<file path="src/rtl/mac_array_seq.sv">
// Sequencer for the chained MAC column array: loads key vectors, streams queries
// under output-FIFO backpressure, then drains the column pipeline once per start.
module mac_array_seq #(
    parameter int col    = 8,
    parameter int addr_w = 5,
    parameter int n_q    = 8,
    parameter int q_base = 16
) (
    input  logic              clk,
    input  logic              reset,
    input  logic              start,
    input  logic              load_ready,
    input  logic              ofifo_full,
    output logic              sram_cen,
    output logic [addr_w-1:0] sram_addr,
    output logic [1:0]        inst,
    output logic              busy,
    output logic              done
);

    localparam logic [2:0] IDLE     = 3'd0;
    localparam logic [2:0] WAIT_RDY = 3'd1;
    localparam logic [2:0] LOAD     = 3'd2;
    localparam logic [2:0] GAP      = 3'd3;
    localparam logic [2:0] EXEC     = 3'd4;
    localparam logic [2:0] DRAIN    = 3'd5;
    localparam logic [2:0] FIN      = 3'd6;

    localparam int cnt_w = $clog2(col + n_q + 3);

    localparam logic [cnt_w-1:0]  load_last  = cnt_w'(col + 1);
    localparam logic [cnt_w-1:0]  exec_last  = cnt_w'(n_q - 1);
    localparam logic [cnt_w-1:0]  drain_last = cnt_w'(col + 1);
    localparam logic [cnt_w-1:0]  cnt_one    = cnt_w'(1);
    localparam logic [addr_w-1:0] addr_one   = addr_w'(1);
    localparam logic [addr_w-1:0] q_addr0    = addr_w'(q_base);

    logic [2:0]       state;
    logic [cnt_w-1:0] cnt;
    logic             load_rd;
    logic             exec_rd;

    // Reads are decoded from state so an asynchronous reset silences the SRAM at once.
    always_comb begin
        load_rd  = (state == LOAD);
        exec_rd  = (state == EXEC) && !ofifo_full;
        sram_cen = !(load_rd || exec_rd);
        busy     = (state != IDLE) && (state != FIN);
        done     = (state == FIN);
    end

    always_ff @(posedge clk or posedge reset) begin
        if (reset) begin
            state     <= IDLE;
            cnt       <= '0;
            sram_addr <= '0;
            inst      <= 2'b00;
        end else begin
            // NOTE: non-blocking assignments keep every register sampling pre-edge values.
            // inst trails the read by one cycle to match the SRAM read latency.
            inst <= {exec_rd, load_rd};
            case (state)
                IDLE: begin
                    if (start) state <= WAIT_RDY;
                end
                WAIT_RDY: begin
                    if (load_ready) begin
                        state     <= LOAD;
                        cnt       <= '0;
                        sram_addr <= '0;
                    end
                end
                LOAD: begin
                    if (cnt == load_last) begin
                        state     <= GAP;
                        cnt       <= '0;
                        sram_addr <= q_addr0;
                    end else begin
                        cnt       <= cnt + cnt_one;
                        sram_addr <= sram_addr + addr_one;
                    end
                end
                GAP: begin
                    state <= EXEC;
                    cnt   <= '0;
                end
                EXEC: begin
                    if (!ofifo_full) begin
                        sram_addr <= sram_addr + addr_one;
                        if (cnt == exec_last) begin
                            state <= DRAIN;
                            cnt   <= '0;
                        end else begin
                            cnt <= cnt + cnt_one;
                        end
                    end
                end
                DRAIN: begin
                    if (cnt == drain_last) begin
                        state <= FIN;
                        cnt   <= '0;
                    end else begin
                        cnt <= cnt + cnt_one;
                    end
                end
                FIN:     state <= IDLE;
                default: state <= IDLE;
            endcase
        end
    end

endmodule

</file>
<file path="config.mk">
export PLATFORM = sky130hd
export DESIGN_NAME = mac_array_seq
export DESIGN_NICKNAME = d
export VERILOG_FILES = /design/src/rtl/mac_array_seq.sv
export SDC_FILE = /design/constraint.sdc
export NUM_CORES = 1
export LEC_CHECK = 0
export ABC_CLOCK_PERIOD_IN_PS = 1500
export CAP_MARGIN = 15
export CORE_MARGIN = 4
export CORE_UTILIZATION = 35
export DETAILED_ROUTE_END_ITERATION = 16
export PLACE_DENSITY_LB_ADDON = 0.3
export SLEW_MARGIN = 5
export SYNTH_ARGS = -nofsm -noshare
export SYNTH_HDL_FRONTEND = slang
export SYNTH_SLANG_ARGS = --single-unit
export TNS_END_PERCENT = 100
</file>
<file path="constraint.sdc">
create_clock -name clk -period 1.5 [get_ports clk]
set_input_delay 0.3 -clock clk [delete_from_list [all_inputs] [get_ports clk]]
set_output_delay 0.3 -clock clk [all_outputs]
set_load 0.02 [all_outputs]
</file>
After elaboration in Yosys (flattened, before gate mapping)
Index checks and enable logic that the tools add are counted.

storage, ports and cells
  output and inout port bits = 10
  input port bits = 5
  register bits = 15
  word-level logic and storage cells = 49

cells by class
  mux-type cells = 15
  eq/ne operators = 15
  reduce and logical (&&, ||, !) cells = 13
  add/subtract/negate cells = 2

operator list
  cell                                                              count
  5-bit two-way mux                                                 6
  5-bit one-hot mux with 4 select lines                             1
  3-bit two-way mux                                                 6
  3-bit one-hot mux with 6 select lines                             1
  5-bit one-hot mux with 3 select lines                             1
  5-bit by 1-bit adder with 5-bit output (second input constant)    2
  3-bit == test (second input constant)                             3
  2-bit != test (second input constant)                             4
  3-bit by 2-bit == test with 1-bit output (second input constant)  2
  3-bit AND reduction                                               2
  6-bit AND reduction                                               1
  3-bit nonzero test                                                2
  5-bit by 3-bit == test with 1-bit output (second input constant)  1
  5-bit by 4-bit == test with 1-bit output (second input constant)  1
  2-bit by 1-bit != test with 1-bit output (second input constant)  2
  4-bit nonzero test                                                1
  3-bit by 1-bit == test with 1-bit output (second input constant)  1
  3-bit zero test                                                   1
  3-bit != test (second input constant)                             1
  1-bit logical AND                                                 2
  1-bit zero test                                                   2
  2-bit OR reduction                                                1
  1-bit logical OR                                                  1

Longest topological paths before layout
  depth in word-level cells = 4
  gate-level depth with buffers = 6
  depth with buffers taken out = 6

Worst setup path after synthesis
No wires, ideal clock.

  path kind = flip-flop to flip-flop
  start = reg cnt[1]
  end = reg state[0]
  arrival time = 1370 ps
  stages on the path, launching flop included = 7
  library setup time = 104 ps
  path slack = 26 ps
  data required time = 1396 ps
  path buffers = 0
  period minus slack after synthesis = 1474 ps
  cell sequence = dfrtp_1 > inv_1 > ha_1 > and4bb_4 > a21oi_1 > or2_4 > o41ai_2

on the way
  word-level cells in the longest chain between the ends = 3
  elaborated cells on any way between the ends = 6
  classes of those cells = 5 x eq/ne; 1 x reduce/logical

RTL lines
  element                                                                                                      RTL line    text
  start, declared                                                                                              39          logic [cnt_w-1:0] cnt;
  start signal, assigned                                                                                       79          cnt <= cnt + cnt_one;
  start signal, assigned                                                                                       94          cnt <= cnt + cnt_one;
  start signal, assigned                                                                                       103         cnt <= cnt + cnt_one;
  5-bit by 4-bit == test with 1-bit output / 5-bit by 3-bit == test with 1-bit output (equally long branches)  74, 99, 90
  2-bit != test (no line) / 2-bit by 1-bit != test with 1-bit output (equally long branches)                   --
  6-bit AND reduction (no line) (*)                                                                            --
  end signal, assigned                                                                                         75          state <= GAP;
  end signal, assigned                                                                                         100         state <= FIN;
  end signal, assigned                                                                                         106         FIN: state <= IDLE;
  end, declared                                                                                                38          logic [2:0] state;

Every way passes the cells marked *; elsewhere a longest branch is shown, timed or not.
A chain may end at the register's enable or synchronous reset.

Final worst setup path
  start = reg cnt[1]
  end = reg cnt[1]

on the way
  word-level cells in the longest chain between the ends = 4
  elaborated cells on any way between the ends = 7
  classes of those cells = 1 x add/sub; 2 x eq/ne; 4 x mux

RTL lines
  element                                                                                                    RTL line  text
  5-bit by 1-bit adder with 5-bit output / 5-bit by 3-bit == test with 1-bit output (equally long branches)  --
  5-bit two-way mux                                                                                          90        if (cnt == exec_last) begin
  5-bit two-way mux                                                                                          88        if (!ofifo_full) begin
  5-bit one-hot mux with 4 select lines (*)                                                                  62        case (state)

Every way passes the cells marked *; elsewhere a longest branch is shown, timed or not. The select of a mux whose other input is x is not followed.

==> results_tabular.tex <==
\begin{tabular}{lr}
\hline
Metric & Value \\
\hline
\multicolumn{2}{l}{\textbf{Clock network}} \\
\quad TritonCTS buffer count & 3 \\
\quad Worst-case clock buffer depth & 2 \\
\quad Number of levels the H-tree was split into & 1 \\
\quad Number of hold-repair buffers added at the cts stage & 0 \\
\quad Clk pin slew, worst setup/hold paths & 0.09 ns \\
\quad Clock insertion delay at the later pin of the skew report & 0.29 ns \\
\quad CTS tree & done \\
\quad Sinks on Clock Net & 15 \\
\quad Clock tree root driver cell & sky130\_fd\_sc\_hd\_\_clkbuf\_4 \\
\multicolumn{2}{l}{\textbf{Cells and area}} \\
\quad Most common cell after layout, fill and taps aside & sky130\_fd\_sc\_hd\_\_buf\_4 \\
\quad Area added between synthesis and finish & 55.7\% \\
\quad Leading cell types in the layout, fill and taps excluded & sky130\_fd\_sc\_hd\_\_buf\_4, sky130\_fd\_sc\_hd\_\_dfrtp\_1, sky130\_fd\_sc\_hd\_\_dlygate4sd2\_1 \\
\quad Share of cells above drive strength 1 & 0.479 \\
\quad Post-layout util & 0.590 \\
\quad Number of nets in the layout & 151 \\
\quad Count of inserted antenna diode cells & 0 \\
\multicolumn{2}{l}{\textbf{Place}} \\
\quad Final GP Congestion & 0.837 \\
\quad Buffers added on ports & 14 \\
\quad Placement Setup Slack & -0.516 ns \\
\quad DP HPWL & 1.83 mm \\
\multicolumn{2}{l}{\textbf{Synth}} \\
\quad Syn Area/Cell & 10.3 sq um \\
\quad Main combinational cell family by area after synthesis & simple AND/OR/NAND/NOR gates \\
\quad Basic-gate share of the synthesized area counting and, or, nand and nor cells & 0.270 \\
\quad Largest area contributor in the synthesized netlist & sky130\_fd\_sc\_hd\_\_dfrtp\_1 \\
\quad Number of synthesized register bits & 15 \\
\quad Top FF cell, synth & sky130\_fd\_sc\_hd\_\_dfrtp\_1 \\
\quad Share of synthesized flip-flops with an asynchronous set or reset & 1.00 \\
\quad Compound-gate portion of the synthesized area & 0.216 \\
\quad Share of the synthesized area in the top cell type & 0.386 \\
\quad Library cells used by synthesis & 42 \\
\quad Cell count after synthesis & 94 \\
\quad Fraction of the mapped netlist area in adder cells & 0.0386 \\
\quad XOR/XNOR share of the synthesized area & 0.0180 \\
\quad Number of warnings reported in the yosys synthesis log & 0 \\
\quad Net count after synthesis & 102 \\
\quad Largest cells by area after synthesis & sky130\_fd\_sc\_hd\_\_dfrtp\_1, sky130\_fd\_sc\_hd\_\_a21oi\_1, sky130\_fd\_sc\_hd\_\_a22o\_1 \\
\quad EDFF count, synth & 0 \\
\quad Netlist area before placement & 972 sq um \\
\quad Sequential share of the synthesized area & 0.386 \\
\quad Post-synthesis mux area share & 0.0219 \\
\multicolumn{2}{l}{\textbf{Global route}} \\
\quad Remaining global-route overflow & 0 \\
\quad GRT Resource Usage Total & 0.160 \\
\quad Number of global-route vias before repair & 929 \\
\quad Largest net degree at the start of global routing & 16 \\
\quad Number of antenna violations at the first check in global routing & 0 \\
\quad Global-route wire length before repair & 4.32 mm \\
\multicolumn{2}{l}{\textbf{Floorplan}} \\
\quad Top-Level Pins & 15 \\
\quad Core Region & 2570 sq um \\
\quad Total die area & 3690 sq um \\
\quad Chip width & 60.7 microns \\
\quad Core Rows & 18 \\
\quad Die outline height & 60.7 microns \\
\quad Initial core utilization & 0.379 \\
\multicolumn{2}{l}{\textbf{STA}} \\
\quad Shortest period the worst path allows & 1.65 ns \\
\quad Headroom to the max-slew limit & 0.787 \\
\quad Ratio of final minimum period to clock period & 1.10 \\
\quad Setup repair after global routing missed its margin & true \\
\quad Number of hold-slack violations in the final timing report & 0 \\
\quad Slew Limit Fails & 0 \\
\quad Maximum clock skew at final layout & 0.00673 ns \\
\quad Fmax & 606 MHz \\
\quad Worst slew pin tran & 0.318 ns \\
\quad Final setup margin & -0.150 ns \\
\quad Number of failing setup endpoints in the final timing report & 13 \\
\multicolumn{2}{l}{\textbf{Power}} \\
\quad PD cells & 1790 nW/um\^{}2 \\
\quad Largest vdd supply drop & 0.00101 V \\
\quad Leakage power total & 0.715 nW \\
\multicolumn{2}{l}{\textbf{Routing}} \\
\quad Detailed-routed wire length on met3 & 97 microns \\
\quad Aggregate routed wire length & 2.69 mm \\
\quad \# DRC & 0 \\
\quad Number of DRC markers in iteration 0 & 28 \\
\quad Top layer reached by signal wires & met4 \\
\quad Wire length on met1 & 1.23 mm \\
\quad Post-DR vias/cell & 5.58 \\
\quad Vias & 960 \\
\quad Avg WL per Cell & 15.7 microns \\
\quad TritonRoute pass-1 iters & 4 \\
\quad Remaining number of nets flagged by the antenna check after routing & 0 \\
\quad DR WL met2 & 1.24 mm \\
\multicolumn{2}{l}{\textbf{Critical path}} \\
\quad CP required & 1.68 ns \\
\quad WS Path Type & flip-flop to flip-flop \\
\quad Critical path endpoint category & flip-flop \\
\quad Largest fanout on the critical path & 4 \\
\quad Stage delay of the slowest cell on the critical path & 0.42 ns \\
\quad Bufs and invs on worst path & 2 \\
\quad Series of cell instances along the critical path & inv\_1 -> ha\_2 -> and4bb\_4 -> a21oi\_2 -> or2\_4 -> buf\_6 -> a22o\_1 \\
\quad CP top delay family & simple AND/OR/NAND/NOR gates \\
\quad Data arrival time of the worst path & 1.83 ns \\
\quad Cell type of the slowest stage on the worst timing path & sky130\_fd\_sc\_hd\_\_dfrtp\_1 \\
\quad Critical path launch point type & flip-flop \\
\multicolumn{2}{l}{\textbf{Worst hold path}} \\
\quad Path class of the lowest-slack min-delay path & primary input to asynchronous set/reset pin \\
\multicolumn{2}{l}{\textbf{Outcome}} \\
\quad Failing checks & negative setup slack \\
\quad Outcome & complete, but fails checks \\
\multicolumn{2}{l}{\textbf{Job}} \\
\quad MaxCap Viol Count & 0 \\
\hline
\end{tabular}
-- cells in the mapped netlist, types with 2 or more instances --
cell	instances
sky130_fd_sc_hd__buf_4	3
sky130_fd_sc_hd__dfrtp_1	15
sky130_fd_sc_hd__a22o_1	5
sky130_fd_sc_hd__nor3_1	3
sky130_fd_sc_hd__xor2_1	2
sky130_fd_sc_hd__ha_1	3
sky130_fd_sc_hd__inv_1	5
sky130_fd_sc_hd__nand3_1	5
sky130_fd_sc_hd__o21ai_0	2
sky130_fd_sc_hd__nor2b_1	3
sky130_fd_sc_hd__nand2_1	4
sky130_fd_sc_hd__nor2_1	6
sky130_fd_sc_hd__a21oi_1	9
-- stage by stage --
| step | std cells | TNS [ns] | total power, W | hold WS (ns) | instance area, sq um |
|---|---|---|---|---|---|
| 3_5_place_dp | 160 | -4.27 | 0.00210 | 0.548 | 1320 |
| 2_1_floorplan | 94 | 0 | 0.00147 | 0.201 | 972 |
| 4_1_cts | 169 | -1.09 | 0.00249 | 0.296 | 1420 |
| 5_1_grt | 172 | -2.25 | 0.00289 | 0.305 | 1510 |
| 6_report | 172 | -1.25 | 0.00271 | 0.297 | 1510 |
| 3_3_place_gp | 160 | -4.05 | 0.00207 | 0.538 | 1320 |
-- worst paths after layout --
path                                           from                        to  slack [ns]  cells past startpoint
hold reg to reg            sram_addr[4]$_DFFE_PP0P_  sram_addr[4]$_DFFE_PP0P_        0.57                      2
max in group asynchronous                     reset      state[2]$_DFFE_PP0P_        1.01                      3
min in group clk           sram_addr[4]$_DFFE_PP0P_  sram_addr[4]$_DFFE_PP0P_        0.57                      2
hold / removal                                reset  sram_addr[3]$_DFFE_PP0P_        0.30                      3
setup / recovery                 cnt[1]$_DFFE_PP0P_        cnt[1]$_DFFE_PP0P_       -0.15                      7
setup reg to reg                 cnt[1]$_DFFE_PP0P_        cnt[1]$_DFFE_PP0P_       -0.15                      7
-- logic make-up (layout without fill, tap and decap cells) --
logic type / after synthesis / after routing
buffers and inverters: 9 / 57
adder cells (fa/ha/maj): 3 / 3
flip-flops: 15 / 15
XOR/XNOR: 2 / 2
AO/OA/AOI/OAI: 28 / 28
AND/OR/NAND/NOR: 35 / 35
multiplexers: 2 / 2
-- worst reg2reg max path: cells and delay by family, from the launching register on --
kind	cells	cell delay, ns
and+or+nand+nor	2	0.53
DFF	1	0.42
AOI/OAI and AO/OA	2	0.22
buffers and inverters	2	0.20
adders and majority gates	1	0.17
-- flip-flops by register name (all words and copies together), names as in the netlist --
register   flops
inst           2
sram_addr      5
state          3
cnt            5
-- report_power, final --
part	switching (W)	total [W]	leakage, nW	internal, W
logic	0.000859	0.00180	0.501	0.000938
registers	0.000147	0.000671	0.199	0.000524
clock network	0.000138	0.000241	0.0150	0.000104
-- layer usage --
layer | global-route usage | vias up
met3 | 0.0255 | 12
met2 | 0.252 | 24
met4 | 0.102 | 0
met5 | 0 | -
met1 | 0.203 | 476
li1 | - | 448
-- repair_timing --
action,4_1_cts,5_1_grt
setup buffers,5,3
endpoints found under the setup margin,21,15
gates resized for setup,37,16
cloned,0,0
pin swaps,6,4
-- area by class of cell --
class                      count  area, sq um
clock buffer                   4         26.3
fill                         227         1050
inverter                       6         25.0
multi-input combinational     70          652
sequential                    15          377
tap                           30         37.5
timing repair buffer          47          397
Note: power is estimated with default switching activity, not from simulation.
